===== config.mk =====
export PLATFORM = sky130hd
export DESIGN_NAME = if_fetch_stage
export DESIGN_NICKNAME = d
export VERILOG_FILES = /design/src/rtl/rv_pipe_pkg.sv /design/src/rtl/perf_counter.sv /design/src/rtl/if_fetch_stage.sv
export SDC_FILE = /design/constraint.sdc
export NUM_CORES = 1
export LEC_CHECK = 0
export ABC_AREA = 1
export CORE_MARGIN = 2
export CORE_UTILIZATION = 50
export CTS_CLUSTER_SIZE = 16
export DETAILED_ROUTE_END_ITERATION = 12
export DONT_BUFFER_PORTS = 1
export PLACE_DENSITY = 0.77
export SLEW_MARGIN = 20
export SYNTH_ARGS = -nofsm -noshare
export SYNTH_HDL_FRONTEND = slang
export SYNTH_SLANG_ARGS = --single-unit

===== constraint.sdc =====
create_clock -name clk -period 1.9 [get_ports clk]
set_input_delay 0.095 -clock clk [delete_from_list [all_inputs] [get_ports clk]]
set_output_delay 0.095 -clock clk [all_outputs]
set_load 0.01 [all_outputs]

===== src/rtl/rv_pipe_pkg.sv =====
// Shared definitions for the RV32I pipeline.
//   XLEN        : datapath / address width
//   RESET_ADDR  : PC value loaded at reset
//   NOP_INST    : addi x0,x0,0, the bubble placed into IF/ID on boot and flush
//   fetch_state_e : fetch FSM states (BOOT, RUN)
//   if_id_t     : contents of the IF/ID pipeline register
package rv_pipe_pkg;

    localparam int XLEN = 32;
    localparam logic [XLEN-1:0] RESET_ADDR = 32'h0040_0000;
    localparam logic [XLEN-1:0] NOP_INST   = 32'h0000_0013;

    typedef enum logic {
        BOOT = 1'b0,
        RUN  = 1'b1
    } fetch_state_e;

    typedef struct packed {
        logic [XLEN-1:0] pc;
        logic [XLEN-1:0] pcplus4;
        logic [XLEN-1:0] inst;
        logic            valid;
    } if_id_t;

endpackage


===== src/rtl/perf_counter.sv =====
// Wrap-around performance counter.
//   clk, rst_n : clock, asynchronous active-low reset (count -> 0)
//   i_inc      : add one this cycle
//   i_clear    : zero the counter next edge; wins over a same-cycle i_inc
//   o_count    : current count, wraps modulo 2^CNT_W
module perf_counter #(
    parameter int CNT_W = 32
) (
    input  logic             clk,
    input  logic             rst_n,
    input  logic             i_inc,
    input  logic             i_clear,
    output logic [CNT_W-1:0] o_count
);

    logic [CNT_W-1:0] r_count;

    always_ff @(posedge clk or negedge rst_n) begin
        if (!rst_n) begin
            r_count <= '0;
        end else if (i_clear) begin
            r_count <= '0;
        end else if (i_inc) begin
            r_count <= r_count + CNT_W'(1);
        end
    end

    assign o_count = r_count;

endmodule


===== src/rtl/if_fetch_stage.sv =====
// Instruction-fetch stage: PC register, next-PC selection, IF/ID register
// and fetch/stall/flush counters.
//   clk, rst_n          : clock, asynchronous active-low reset
//   PC_enable           : 0 = hold PC (hazard stall)
//   IF_ID_PCenable      : load enable for IF_ID_PC / IF_ID_PCplus4
//   IF_ID_INSTenable    : load enable for IF_ID_INST / IF_ID_valid
//   branch_taken/target : taken redirect resolved in ID
//   imem_addr/imem_rdata: instruction memory (asynchronous read)
//   IF_ID_*             : IF/ID pipeline register outputs
//   cnt_clear           : synchronous clear of all counters
//   fetch/stall/flush_cnt : performance counters
//   o_fsm_state         : debug view of the fetch FSM (0 = BOOT, 1 = RUN)
module if_fetch_stage
    import rv_pipe_pkg::*;
#(
    parameter int              CNT_W          = 32,
    parameter logic [XLEN-1:0] P_RESET_ADDR   = RESET_ADDR,
    parameter logic [XLEN-1:0] P_NOP_INST     = NOP_INST
) (
    input  logic             clk,
    input  logic             rst_n,
    input  logic             PC_enable,
    input  logic             IF_ID_PCenable,
    input  logic             IF_ID_INSTenable,
    input  logic             branch_taken,
    input  logic [XLEN-1:0]  branch_target,
    output logic [XLEN-1:0]  imem_addr,
    input  logic [XLEN-1:0]  imem_rdata,
    output logic [XLEN-1:0]  IF_ID_PC,
    output logic [XLEN-1:0]  IF_ID_PCplus4,
    output logic [XLEN-1:0]  IF_ID_INST,
    output logic             IF_ID_valid,
    input  logic             cnt_clear,
    output logic [CNT_W-1:0] fetch_cnt,
    output logic [CNT_W-1:0] stall_cnt,
    output logic [CNT_W-1:0] flush_cnt,
    output logic             o_fsm_state
);

    fetch_state_e    r_state;
    fetch_state_e    w_state_nxt;
    logic [XLEN-1:0] r_pc;
    logic [XLEN-1:0] w_pc_nxt;
    logic [XLEN-1:0] w_pc_plus4;
    if_id_t          r_if_id;
    if_id_t          w_if_id_nxt;
    logic            w_fetch_inc;
    logic            w_stall_inc;
    logic            w_flush_inc;
    // Redirect targets are forced word-aligned, so the low bits are dropped.
    logic            w_unused_tgt_lo;

    assign w_unused_tgt_lo = ^branch_target[1:0];
    assign w_pc_plus4      = r_pc + XLEN'(4);

    always_ff @(posedge clk or negedge rst_n) begin
        if (!rst_n) begin
            r_state         <= BOOT;
            r_pc            <= P_RESET_ADDR;
            r_if_id.pc      <= '0;
            r_if_id.pcplus4 <= '0;
            r_if_id.inst    <= P_NOP_INST;
            r_if_id.valid   <= 1'b0;
        end else begin
            r_state <= w_state_nxt;
            r_pc    <= w_pc_nxt;
            r_if_id <= w_if_id_nxt;
        end
    end

    always_comb begin
        w_state_nxt = r_state;
        w_pc_nxt    = r_pc;
        w_if_id_nxt = r_if_id;
        w_fetch_inc = 1'b0;
        w_stall_inc = 1'b0;
        w_flush_inc = 1'b0;

        case (r_state)
            BOOT: begin
                // One settling cycle: PC held, IF/ID primed with a bubble.
                w_if_id_nxt.inst  = P_NOP_INST;
                w_if_id_nxt.valid = 1'b0;
                w_state_nxt       = RUN;
            end
            RUN: begin
                // The PC side of IF/ID follows its own enable in every RUN case.
                if (IF_ID_PCenable) begin
                    w_if_id_nxt.pc      = r_pc;
                    w_if_id_nxt.pcplus4 = w_pc_plus4;
                end
                if (!PC_enable) begin
                    // Stall: branch_taken is not trusted during a hazard bubble.
                    w_stall_inc = 1'b1;
                    if (IF_ID_INSTenable) begin
                        w_if_id_nxt.inst  = imem_rdata;
                        w_if_id_nxt.valid = 1'b1;
                    end
                end else if (branch_taken) begin
                    // The instruction fetched this cycle is wrong-path: squash it.
                    w_pc_nxt          = {branch_target[XLEN-1:2], 2'b00};
                    w_if_id_nxt.inst  = P_NOP_INST;
                    w_if_id_nxt.valid = 1'b0;
                    w_flush_inc       = 1'b1;
                end else begin
                    w_pc_nxt = w_pc_plus4;
                    if (IF_ID_INSTenable) begin
                        w_if_id_nxt.inst  = imem_rdata;
                        w_if_id_nxt.valid = 1'b1;
                        w_fetch_inc       = 1'b1;
                    end
                end
            end
            default: w_state_nxt = BOOT;
        endcase
    end

    perf_counter #(.CNT_W(CNT_W)) u_fetch_cnt (
        .clk     (clk),
        .rst_n   (rst_n),
        .i_inc   (w_fetch_inc),
        .i_clear (cnt_clear),
        .o_count (fetch_cnt)
    );

    perf_counter #(.CNT_W(CNT_W)) u_stall_cnt (
        .clk     (clk),
        .rst_n   (rst_n),
        .i_inc   (w_stall_inc),
        .i_clear (cnt_clear),
        .o_count (stall_cnt)
    );

    perf_counter #(.CNT_W(CNT_W)) u_flush_cnt (
        .clk     (clk),
        .rst_n   (rst_n),
        .i_inc   (w_flush_inc),
        .i_clear (cnt_clear),
        .o_count (flush_cnt)
    );

    assign imem_addr     = r_pc;
    assign IF_ID_PC      = r_if_id.pc;
    assign IF_ID_PCplus4 = r_if_id.pcplus4;
    assign IF_ID_INST    = r_if_id.inst;
    assign IF_ID_valid   = r_if_id.valid;
    assign o_fsm_state   = r_state;

endmodule


# Word level (Yosys, flattened, before mapping)
# Index checks and enable logic that the tools add are counted.
# word_totals
register_bits	226
latchBits	0
mem_bits_rw	0
rom_bits	0
word_cells	39
n_memories	0
# op_classes
add_sub_neg	4
n_mul	0
div	0
magnitude_cmp	0
n_eq_ne	0
shift	0
mux	20
n_bitwise	1
n_reduce_logical	5
# ops
op	count
2-to-1 mux 32 bit	7
2-to-1 mux 33 bit	3
adder 32 x 1 -> 32 bit, second input constant	3
one-hot mux 33 bit (2 select lines)	1
adder 32 x 3 -> 32 bit, second input constant	1
2-to-1 mux 1 bit	9
nonzero test 2 bit	3
AND reduction 2 bit	2
inverter 1 bit	1

# Logic depth before layout (Yosys ltp)
# Gate-level depths: netlist of the first run.
# depth
word_depth	6
depth_mapped	10

# Modules after synthesis
# A second synthesis of the first run with hierarchy kept.
# hier_totals
hier_cells	1510
area_unflattened_um2	11404.7
# by_module_without_submodules
mod	n_inst	cells_each	area_per_inst_um2	seq_area_each_um2
if_fetch_stage	1	691	5736.8	3108.0
perf_counter	3	273	1889.3	800.8

# Least setup slack after synthesis of the first run
# OpenSTA, ideal clock, no wires.
# synth_timing
path_kind	register to register
from	register r_pc[2] (netlist: imem_addr[2])
to	register r_pc[20] (netlist: imem_addr[20])
setup_time_ns	0.121
arrival_time_ns	1.509
t_required_ns	1.779
setup_slack_ns	0.270
path_stages_with_launch	10
synth_period_minus_slack_ns	1.630
path_cell_list	dfrtp_1 > ha_1 > nand2_1 > nor2_4 > nand2_1 > nor2_1 > nand2_1 > xor2_1 > nand2_1 > nand2_1
# synth_between
elab_chain_cells	2
# synth_rtl
element	line_no	source
start: declaration	if_fetch_stage.sv:42	logic [XLEN-1:0] r_pc;
start signal: assignment	if_fetch_stage.sv:66	r_pc <= w_pc_nxt;
adder 32 x 3 -> 32 bit	if_fetch_stage.sv:54	assign w_pc_plus4 = r_pc + XLEN'(4);
2-to-1 mux 32 bit	if_fetch_stage.sv:99	end else if (branch_taken) begin
# No other way between the ends.
# A chain may end at the register's enable or synchronous reset.

# Worst setup path after layout of the first run
# layout_timing
from	register r_pc[2] (netlist: imem_addr[2])
to	register r_if_id (netlist bit IF_ID_PCplus4[18])
# layout_between
elab_chain_cells	1
# layout_rtl
element	line_no	source
adder 32 x 3 -> 32 bit	if_fetch_stage.sv:54	
end signal: assignment	if_fetch_stage.sv:67	r_if_id <= w_if_id_nxt;
end: declaration	if_fetch_stage.sv:45	if_id_t r_if_id;
# No other way between the ends.

==> impl_results.md, run 1 <==
- Outcome: finished with violations
- Failing checks: hold timing
- Cell area after layout: 13600 sq um
- Number of pins exceeding their max-slew limit in the final report: 0
- Worst Setup Slack, final: 0.116 ns
- Maximum frequency from static timing analysis: 0.560 GHz
- DRC marker count from the first detailed-route iteration: 971
- Post-placement cell count: 1848
- Worst path slowest cell: sky130_fd_sc_hd__dfrtp_1
- Largest cells by area after synthesis: sky130_fd_sc_hd__dfrtp_1 (47%), sky130_fd_sc_hd__nand2_1 (16%), sky130_fd_sc_hd__nor2_1 (8.9%)
- Buffers and inverters on the worst path: 0
- Slew at the pin closest to its max-slew limit: 0.866 ns
- Cell accounting for the most synthesized area: sky130_fd_sc_hd__dfrtp_1
- Delay of the slowest cell on the worst path: 0.37 ns
- Vias: 10975
- TritonCTS clock tree: done
- Leading post-synthesis cells by instance count: sky130_fd_sc_hd__nand2_1 (492), sky130_fd_sc_hd__nor2_1 (270), sky130_fd_sc_hd__dfrtp_1 (216)
- Sinks on the clock net: 220
- Min cycle time layout: 1.78 ns
- Setup slack of the most critical reg-to-reg path: 0.12 ns
- Peak supply drop: 0.000664 V
- Critical Path, Cell by Cell: ha_1, nand2_1, nor2_4, nand2_1, nor2_4, xor2_1, o21ai_0
- EDFF count, synth: 0
- Period utilization: 93.9%
- Sequential area share after synthesis: 48.2%
- # hold bufs at CTS: 72
- Proportion of netlist area held by the largest area contributor: 47.3%
- Largest net degree at the start of global routing: 221
- Post-detailed-route via-to-cell ratio: 5.59
- Worst hold path class: input port to asynchronous set/reset pin
- Post-route clock skew: 0.0118 ns
- Detail Route Antenna Nets: 0
- Critical path launch point type: register
- CTS root buffer: sky130_fd_sc_hd__clkbuf_16
- Worst-case headroom to the max-slew limit: 42.3%
- Worst Setup Path Type: register to register
- Reported leakage power: 6.09 nW
- Effective utilization at floorplan: 50.7%
- Area of placed instances: 12000 sq um
- Top-count cell post-synth: sky130_fd_sc_hd__nand2_1
- Crit path required time: 2.29 ns
- Fraction of registers with async set/reset: 100%
- Die Footprint: 24100 sq um
- Netlist Area Pre-Place: 11400 sq um
- Count of placed standard cells in the final layout, fillers left out: 1965
- Total area of multi-input combinational cells: 5290 sq um
- CTS H-tree depth: 1
- Wirelength, routed: 33600 um
- Number of antenna violations at the first check in global routing: 1
- Power density cells: 857 nW/um^2
- Worst hold slack after final layout: -0.733 ns
- Synthesized netlist cell count: 1560
- Highest fanout seen on the critical path: 5
- Register cell area after layout: 5520 sq um
- Per-cell routed wire length: 17.1 um
- Remaining design rule violation count: 0
- Kind of end point of the critical path: register
- Width of the chip: 155 um
- Via count of the first global-routing pass: 10291
- Relative area change from synthesis to final layout: 18.8%
- Number of primary I/O pins: 297
- Placement Setup Slack: 0.0664 ns
- Worst reg2reg path endpoint: IF_ID_PCplus4[18]
- Yosys synthesis warning count: 0
- Count of buffers from port buffering: 0
- Vertical extent of the die: 155 um
- Buffers inserted during post-CTS setup optimization: 0
- Core Box Area: 22600 sq um
- Total design power: 11.6 mW
- Post-Synthesis Mean Instance Area: 7.33 sq um
- Clk pin slew, worst setup/hold paths: 0.06 ns
- Clock latency on the worst-skew pair: 0.52 ns
- Global-route wire length before repair: 53200 um
- Number of unique standard cell types used by synthesis: 39
- Cts bufs inserted: 25
- Arrival time at the worst endpoint: 2.17 ns
- Share of cells above drive strength 1: 8.22%
- Final-report setup violation count: 0
- Number of inserted filler cells in the final layout: 1984
- Dominant delay contributor by cell family on the critical path: simple AND/OR/NAND/NOR gates
- Depth of the worst register-to-register path: 7
- Top_reg_cell synth: sky130_fd_sc_hd__dfrtp_1
- Final Hold Violating Endpoints: 220
- All-Layer GR Usage: 27.1%
- Number of iterations in the first detailed-routing pass: 5
- FF+latch count, synth: 220
- Bufs on Longest Clock Path: 3
- Startpoint of the most critical register-to-register path: imem_addr[2]
- Count of nets after finishing: 1737
- Number of max-cap violations: 0
- RSZ-0062 raised after global routing: true
- Logic depth of the worst setup path including buffers: 7
- Placer's final routability congestion estimate: 0.926
- Congestion Overflow GR: 0
- Site Rows: 55
- DP HPWL: 22700 um
[worst reg2reg max path, delay by kind of cell (launching register included)]
| kind | cells | cell delay [ns] |
|---|---|---|
| AO/OA/AOI/OAI | 1 | 0.11 |
| XOR/XNOR | 1 | 0.23 |
| adder cells (fa/ha/maj) | 1 | 0.22 |
| flip-flops | 1 | 0.37 |
| AND/OR/NAND/NOR | 4 | 0.73 |
[flip-flops by register name, summed over array words and instances, names as in the netlist]
signal / count
u_stall_cnt.o_count: 32
u_fetch_cnt.o_count: 32
IF_ID_PC: 30
IF_ID_PCplus4: 30
IF_ID_INST: 32
o_fsm_state: 1
u_flush_cnt.o_count: 32
IF_ID_valid: 1
imem_addr: 30
[power breakdown]
| part | total, mW | internal [mW] | switching, mW |
|---|---|---|---|
| combinational | 1.21 | 0.486 | 0.726 |
| sequential | 5.73 | 5.10 | 0.631 |
| clock | 4.69 | 2.77 | 1.92 |
[worst max path at each step]
| stage | from | endpoint | slack, ns |
|---|---|---|---|
| finish | imem_addr[2] | IF_ID_PCplus4[18] | 0.12 |
| global route | imem_addr[2] | imem_addr[30] | -0.01 |
| CTS | u_fetch_cnt.o_count[1] | u_fetch_cnt.o_count[4] | 0.06 |
| detailed placement | imem_addr[2] | imem_addr[20] | 0.07 |
| global placement | imem_addr[2] | imem_addr[20] | 0.12 |
| floorplan | imem_addr[2] | imem_addr[20] | 0.27 |
[placed cells by master, fill, tap and decap left out, drive strengths merged, types with 2 or more instances in the layout]
cell,netlist,routed
o211ai,3,3
o21ai,87,87
nand2,496,496
inv,121,121
clkbuf,27,36
clkinv,1,7
a21oi,43,43
buf,25,51
conb,2,7
dlygate4sd3,0,70
ha,4,4
nor2,289,289
a31oi,5,5
xor2,15,15
dfrtp,216,216
a22oi,26,26
nor3,48,48
o221ai,2,2
nand4,32,32
nor3b,6,6
nand3,99,99
and2,4,4
dfstp,4,4
[metrics by stage]
step | TNS [ns] | util [%]
detailed placement | 0 | 53.2
floorplan | 0 | -
finish | 0 | 60.2
global route | -0.0172 | 60.2
global placement | 0 | 53.2
CTS | 0 | 59.9
[cell families after synthesis]
kind of cell / count (synthesis) / share of synthesized area (%)
adder cells (fa/ha/maj): 4 / 0.438
flip-flops: 220 / 48.2
XOR/XNOR: 16 / 1.23
AND/OR/NAND/NOR: 976 / 35.8
other: 2 / 0.0657
buffers and inverters: 174 / 6.13
AO/OA/AOI/OAI: 168 / 8.15
[metal layers]
layer | GRT usage, % | share of wire, % | vias up
li1 | - | - | 5203
met5 | 0 | 0 | -
met1 | 35.0 | 41 | 5145
met4 | 10.8 | 3.5 | 0
met2 | 43.6 | 46 | 536
met3 | 7.35 | 9.9 | 91
[what timing repair did]
item / 4_1_cts / 5_1_grt
endpoints found under the setup margin: 0 / 13
hold endpoints to repair: 324 / 220
gates resized for setup: 0 / 15
[layout make-up]
| cell class | instances | share of cell area [%] |
|---|---|---|
| clock inverters | 8 | 0.498 |
| inverters | 122 | 3.37 |
| well taps | 285 | 2.63 |
| flip-flops and latches | 220 | 40.6 |
| repair buffers | 122 | 8.53 |
| diodes | 1 | 0.0184 |
| clock buffers | 36 | 5.35 |
| multi-input cells | 1171 | 39.0 |
Power figures use the tool's default switching activity.
==> inputs of run 2 (changes only) <==
CORE_ASPECT_RATIO = 0.7   (was unset)
==> run 2 against run 1 <==
  * The run still ends with hold timing left
  * Critical path depth fell by 1
  * Setup slack got worse by 0.034 ns
  * Count of clock-buffer cells in the layout fell by 4
  * Die area barely moved
  * Cell count rose by 2.0%
  * Clock skew rose by 0.012 ns
  * Sequential share of layout area fell by 0.25 points
  * Critical path type unchanged
==> impl_results.md, run 2 (synthesized netlist as in run 1, its figures left out) <==
- Final Hold Violating Endpoints: 220 (unchanged)
- Most common cell after layout, fill and taps aside: sky130_fd_sc_hd__nand2_1 (unchanged)
- Number of inserted filler cells in the final layout: 1938 (was 1984)
- Arrival time at the worst endpoint: 2.25 ns (was 2.17 ns)
- Slew at the pin closest to its max-slew limit: 0.737 ns (was 0.866 ns)
- Detail Route Antenna Nets: 0 (unchanged)
- Failing checks: hold timing (unchanged)
- Reported leakage power: 6.12 nW (was 6.09 nW)
- Count of nets after finishing: 1750 (was 1737)
- Site Rows: 46 (was 55)
- Share of cells above drive strength 1: 8.75% (was 8.22%)
- Power density cells: 848 nW/um^2 (was 857 nW/um^2)
- Number of pins exceeding their max-slew limit in the final report: 0 (unchanged)
- Kind of end point of the critical path: register (unchanged)
- Commonest cells after routing, fill and taps aside: sky130_fd_sc_hd__nand2_1 (491), sky130_fd_sc_hd__nor2_1 (267), sky130_fd_sc_hd__dfrtp_1 (212) (was sky130_fd_sc_hd__nand2_1 (491), sky130_fd_sc_hd__nor2_1 (265), sky130_fd_sc_hd__dfrtp_1 (212))
- Number of primary I/O pins: 297 (unchanged)
- Global-route track usage on met1: 39.5% (was 35.0%)
- Period utilization: 95.7% (was 93.9%)
- Placer's final routability congestion estimate: 0.924 (was 0.926)
- Power dissipated by switching net loads: 3.27 mW (about the same)
- Outcome: finished with violations (unchanged)
- Global-route met2 utilization: 42.3% (was 43.6%)
- Setup slack of the most critical reg-to-reg path: 0.08 ns (was 0.12 ns)
- Cell area after layout: 13700 sq um (was 13600 sq um)
- Share of power burned in registers: 49.2% (was 49.3%)
- Worst hold slack after final layout: -0.730 ns (was -0.733 ns)
- All-Layer GR Usage: 28.3% (was 27.1%)
- Number of iterations in the first detailed-routing pass: 7 (was 5)
- Crit path required time: 2.33 ns (was 2.29 ns)
- Total area of multi-input combinational cells: 5270 sq um (was 5290 sq um)
- Area of placed instances: 12100 sq um (was 12000 sq um)
- Vias: 11143 (was 10975)
- Worst hold path class: input port to asynchronous set/reset pin (unchanged)
- Cell-internal power: 8.32 mW (was 8.36 mW)
- CTS root buffer: sky130_fd_sc_hd__clkbuf_16 (unchanged)
- Worst Setup Path Type: register to register (unchanged)
- Number of antenna violations at the first check in global routing: 1 (unchanged)
- Via count of the first global-routing pass: 10402 (was 10291)
- Remaining design rule violation count: 0 (unchanged)
- Wirelength, routed: 34900 um (was 33600 um)
- Bufs on Longest Clock Path: 3 (unchanged)
- # hold bufs at CTS: 73 (was 72)
- Final-report setup violation count: 0 (unchanged)
- Vertical extent of the die: 131 um (was 155 um)
- Portion of total power attributed to the clock network: 39.8% (was 40.3%)
- Peak supply drop: 0.000609 V (was 0.000664 V)
- Most used routing layer: met2 (unchanged)
- Clk pin slew, worst setup/hold paths: 0.06 ns (about the same)
- Post-route clock skew: 0.0234 ns (was 0.0118 ns)
- Register cell area after layout: 5520 sq um (unchanged)
- Width of the chip: 185 um (was 155 um)
- Largest net degree at the start of global routing: 221 (unchanged)
- RSZ-0062 raised after global routing: true (unchanged)
- Post-detailed-route via-to-cell ratio: 5.56 (was 5.59)
- Die Footprint: 24100 sq um (about the same)
- Min cycle time layout: 1.82 ns (was 1.78 ns)
- Global-route wire length before repair: 54700 um (was 53200 um)
- Critical path launch point type: register (unchanged)
- Maximum frequency from static timing analysis: 0.550 GHz (was 0.560 GHz)
- TritonCTS clock tree: done (unchanged)
- Core Box Area: 22600 sq um (about the same)
- Sw Ratio: 28.2% (was 28.1%)
- Relative area change from synthesis to final layout: 19.5% (was 18.8%)
- Effective utilization at floorplan: 50.7% (about the same)
- Congestion Overflow GR: 0 (unchanged)
- CTS H-tree depth: 1 (unchanged)
- Worst-case headroom to the max-slew limit: 50.9% (was 42.3%)
- Per-cell routed wire length: 17.4 um (was 17.1 um)
- DP HPWL: 24000 um (was 22700 um)
- Clock latency on the worst-skew pair: 0.52 ns (about the same)
- DRC marker count from the first detailed-route iteration: 1146 (was 971)
- Sinks on the clock net: 220 (unchanged)
- Cts bufs inserted: 23 (was 25)
- Combinational fraction of design power: 11.1% (was 10.4%)
- Grt met3 use: 8.01% (was 7.35%)
- Number of max-cap violations: 0 (unchanged)
- Count of buffers from port buffering: 0 (unchanged)
- Highest fanout seen on the critical path: 6 (was 5)
## run 2: cell types whose count changed in the layout (fill, tap and decap cells not counted), sizes merged
| cell | previous run | this run |
|---|---|---|
| buf | 51 | 65 |
| bufinv | 1 | 2 |
| clkbuf | 36 | 32 |
| dlygate4sd3 | 70 | 72 |
| dlymetal6s4s | 1 | 0 |
| inv | 121 | 122 |
## run 2: routing by layer
layer | vias to the layer above | wire length, um
met2 | 593 | 15000
li1 | 5226 | -
met1 | 5247 | 15000
met5 | - | 0
met3 | 77 | 3700
met4 | 0 | 1180
## run 2: cell type report
cell class / instances / area share [%]
multi-input combinational: 1171 / 38.5
antenna: 1 / 0.0183
sequential: 220 / 40.4
inverter: 122 / 3.35
tap: 312 / 2.86
clock buffer: 32 / 4.83
clock inverter: 10 / 0.833
timing repair buffer: 137 / 9.21
## run 2: what timing repair did
action,CTS,global route
setup endpoints to repair,0,16
gates resized for setup,0,8
endpoints found under the hold margin,324,220
setup buffers,0,3
## run 2: final timing paths
path	from	to	cells past startpoint
max in group asynchronous	rst_n	IF_ID_INST[4]	0
worst min register to register	IF_ID_INST[4]	IF_ID_INST[4]	2
worst min-delay path	rst_n	u_stall_cnt.o_count[22]	0
worst max register to register	o_fsm_state	u_fetch_cnt.o_count[2]	6
worst max-delay path	o_fsm_state	u_fetch_cnt.o_count[2]	6
min in group clk	PC_enable	u_stall_cnt.o_count[3]	4
## run 2: per-stage QoR
step	power (mW)	utilization (%)	TNS [ns]	std cells	setup slack [ns]
after floorplan	6.40	-	0	1565	0.270
after global placement	6.80	53.7	0	1886	0.165
after detailed placement	6.87	53.7	0	1886	0.124
after CTS	11.6	60.4	0	2001	0.0570
after global routing	12.1	60.6	-0.0409	2005	-0.0212
final	11.6	60.6	0	2005	0.0821
## run 2: critical path: stages (launching register included)
cell and delay, ns:
sky130_fd_sc_hd__dfrtp_1 0.36, sky130_fd_sc_hd__buf_4 0.19, sky130_fd_sc_hd__nand3_2 0.16, sky130_fd_sc_hd__nor2_4 0.22, sky130_fd_sc_hd__a21oi_1 0.09, sky130_fd_sc_hd__dlygate4sd3_1 0.58
sky130_fd_sc_hd__nor3_1 0.14
## run 2: power groups by stage
stage	clock, mW	combinational (mW)	sequential (mW)
floorplan	0	0.730	5.67
global placement	0	1.05	5.75
detailed placement	0	1.10	5.77
CTS	4.69	1.25	5.69
global route	4.90	1.43	5.75
finish	4.61	1.28	5.70
==> inputs of run 3 (changes only) <==
CORE_MARGIN = unset   (was 2)
GPL_TIMING_DRIVEN = 1   (was unset)
==> run 3 against run 2 <==
  * The flow still finishes with violations (hold timing)
  * Sequential cell count is the same
  * Count of clock-buffer cells in the layout shrank 3
  * Sequential share of layout area is essentially flat
  * Highest routed layer unchanged
==> impl_results.md, run 3 (synthesized netlist as in run 1, its figures left out) <==
- Highest Signal Layer: met4 (unchanged)
- Setup TNS: 0 ns (unchanged)
- DP HPWL: 23800 um (was 24000 um)
- Cell area after layout: 13700 sq um (about the same)
- Peak supply drop: 0.000586 V (was 0.000609 V)
- Maximum frequency from static timing analysis: 0.565 GHz (was 0.550 GHz)
- Clk pin slew, worst setup/hold paths: 0.06 ns (about the same)
- Crit path required time: 2.30 ns (was 2.33 ns)
- Global-route wire length before repair: 54200 um (was 54700 um)
- Total design power: 12.0 mW (was 11.6 mW)
- Post-detailed-route via-to-cell ratio: 5.50 (was 5.56)
- Area of placed instances: 12100 sq um (about the same)
- Width of the chip: 183 um (was 185 um)
- Startpoint of the most critical register-to-register path: u_fetch_cnt.o_count[0] (was o_fsm_state)
- Sinks on the clock net: 220 (unchanged)
- Worst-case headroom to the max-slew limit: 66.6% (was 50.9%)
- Worst hold path class: input port to asynchronous set/reset pin (unchanged)
- CTS H-tree depth: 1 (unchanged)
- Critical path launch point type: register (unchanged)
- Number of inserted filler cells in the final layout: 1947 (was 1938)
- Site Rows: 45 (was 46)
- Number of iterations in the first detailed-routing pass: 8 (was 7)
- Failing checks: hold timing (unchanged)
- DRC marker count from the first detailed-route iteration: 1077 (was 1146)
- Worst Setup EP: u_fetch_cnt.o_count[27] (was u_fetch_cnt.o_count[2])
- All-Layer GR Usage: 28.8% (was 28.3%)
- Setup slack of the most critical reg-to-reg path: 0.13 ns (was 0.08 ns)
- Period utilization: 93.1% (was 95.7%)
- Outcome: finished with violations (unchanged)
- Startpoint of the worst setup timing path: u_fetch_cnt.o_count[0] (was o_fsm_state)
- Clock latency on the worst-skew pair: 0.51 ns (was 0.52 ns)
- Vias: 10952 (was 11143)
- Number of primary I/O pins: 297 (unchanged)
- Arrival time at the worst endpoint: 2.16 ns (was 2.25 ns)
- Post-placement cell count: 1877 (was 1886)
- Relative area change from synthesis to final layout: 19.5% (about the same)
- Min cycle time layout: 1.77 ns (was 1.82 ns)
- Share of cells above drive strength 1: 8.26% (was 8.75%)
- Die Footprint: 23500 sq um (was 24100 sq um)
- RSZ-0062 raised after global routing: false (was true)
- Slew at the pin closest to its max-slew limit: 0.499 ns (was 0.737 ns)
- Reported leakage power: 6.13 nW (was 6.12 nW)
- Worst hold slack after final layout: -0.717 ns (was -0.730 ns)
- Wirelength, routed: 34200 um (was 34900 um)
- Power density cells: 878 nW/um^2 (was 848 nW/um^2)
- Per-cell routed wire length: 17.2 um (was 17.4 um)
- Count of nets after finishing: 1743 (was 1750)
- Congestion Overflow GR: 0 (unchanged)
- Count of placed standard cells in the final layout, fillers left out: 1990 (was 2005)
- Worst reg2reg path endpoint: u_fetch_cnt.o_count[27] (was u_fetch_cnt.o_count[2])
- Depth of the worst register-to-register path: 7 (was 6)
- Number of max-cap violations: 0 (unchanged)
- Utilization of the core after routing: 61.9% (was 60.6%)
- # hold bufs at CTS: 72 (was 73)
- Vertical extent of the die: 129 um (was 131 um)
- Placer's final routability congestion estimate: 0.962 (was 0.924)
- Effective utilization at floorplan: 51.8% (was 50.7%)
- Largest net degree at the start of global routing: 221 (unchanged)
- Bufs on Longest Clock Path: 3 (unchanged)
- Detail Route Antenna Nets: 0 (unchanged)
- Most common cell after layout, fill and taps aside: sky130_fd_sc_hd__nand2_1 (unchanged)
- Worst Setup Path Type: register to register (unchanged)
- Core Box Area: 22100 sq um (was 22600 sq um)
- Via count of the first global-routing pass: 10110 (was 10402)
- Remaining design rule violation count: 0 (unchanged)
- TritonCTS clock tree: done (unchanged)
- Final-report setup violation count: 0 (unchanged)
- Commonest cells after routing, fill and taps aside: sky130_fd_sc_hd__nand2_1 (491), sky130_fd_sc_hd__nor2_1 (267), sky130_fd_sc_hd__dfrtp_1 (215) (was sky130_fd_sc_hd__nand2_1 (491), sky130_fd_sc_hd__nor2_1 (267), sky130_fd_sc_hd__dfrtp_1 (212))
- Number of pins exceeding their max-slew limit in the final report: 0 (unchanged)
- Post-route clock skew: 0.0107 ns (was 0.0234 ns)
- Cts bufs inserted: 23 (unchanged)
- Count of buffers from port buffering: 0 (unchanged)
- Number of antenna violations at the first check in global routing: 2 (was 1)
- Kind of end point of the critical path: register (unchanged)
- Final Hold Violating Endpoints: 220 (unchanged)
- Highest fanout seen on the critical path: 7 (was 6)
- Detailed-routed wire length on met2: 14700 um (was 15000 um)
- Routed length on met3: 3580 um (was 3700 um)
- M1 WL: 15000 um (about the same)
- CTS root buffer: sky130_fd_sc_hd__clkbuf_16 (unchanged)
[run 3: changes by cell type in the layout (fill, tap and decap cells not counted), sizes merged]
| cell | change |
|---|---|
| buf | -5 |
| diode | +1 |
| bufinv | +4 |
| inv | -1 |
| clkbuf | -3 |
| clkinv | -2 |
| dlygate4sd3 | -2 |
[run 3: final cells by class]
type                            instances  area (sq um)  share of cell area [%]
Timing Repair Buffer                  130          1200                    8.79
Tap cell                              305           382                    2.79
Sequential cell                       220          5510                    40.4
Clock inverter                         11           208                    1.52
Clock buffer                           29           628                    4.60
Multi-Input combinational cell       1171          5270                    38.5
Antenna cell                            2          5.00                  0.0366
Inverter                              122           458                    3.35
[run 3: worst min-delay path by stage]
| stage | from | endpoint | slack, ns | depth (start not counted) |
|---|---|---|---|---|
| floorplan | rst_n | IF_ID_INST[10] | -0.20 | 0 |
| CTS | rst_n | u_stall_cnt.o_count[29] | -0.74 | 0 |
| finish | rst_n | u_stall_cnt.o_count[29] | -0.72 | 0 |
| global placement | rst_n | u_stall_cnt.o_count[26] | -0.20 | 0 |
| global route | rst_n | u_stall_cnt.o_count[26] | -0.74 | 0 |
| detailed placement | rst_n | u_stall_cnt.o_count[29] | -0.20 | 0 |
[run 3: metal layers]
metal  vias to the layer above  track usage [%]
met5                         -                0
met2                       509             42.7
li1                       5211                -
met4                         0             8.40
met3                        70             7.98
met1                      5162             41.2
[run 3: timing repair]
| action | 4_1_cts | 5_1_grt |
|---|---|---|
| endpoints found under the setup margin | 0 | 9 |
| buffers inserted | 0 | 0 |
| hold endpoints to repair | 314 | 220 |
| resized for setup | 0 | 5 |
[run 3: worst max-delay path: stages, from the launching register on]
cell                      delay, ns
sky130_fd_sc_hd__dfrtp_1       0.44
sky130_fd_sc_hd__inv_1         0.12
sky130_fd_sc_hd__nor2_2        0.20
sky130_fd_sc_hd__nand3_1       0.28
sky130_fd_sc_hd__nor3_4        0.35
sky130_fd_sc_hd__nand3_1       0.14
sky130_fd_sc_hd__nand2_1       0.08
sky130_fd_sc_hd__nor2_1        0.04
[run 3: metrics by stage]
| step | hold slack [ns] | worst slack [ns] |
|---|---|---|
| after global routing | -0.741 | 0.000902 |
| after detailed placement | -0.196 | 0.0967 |
| after CTS | -0.742 | 0.0679 |
| after global placement | -0.197 | 0.143 |
| final | -0.717 | 0.131 |
| after floorplan | -0.201 | 0.270 |
[run 3: report_power, final]
part           internal, mW  switching, mW  total, mW  leakage [nW]
logic                 0.517          0.775       1.29          2.79
clock network          3.14           1.87       5.01         0.409
registers              5.10          0.590       5.69          2.93
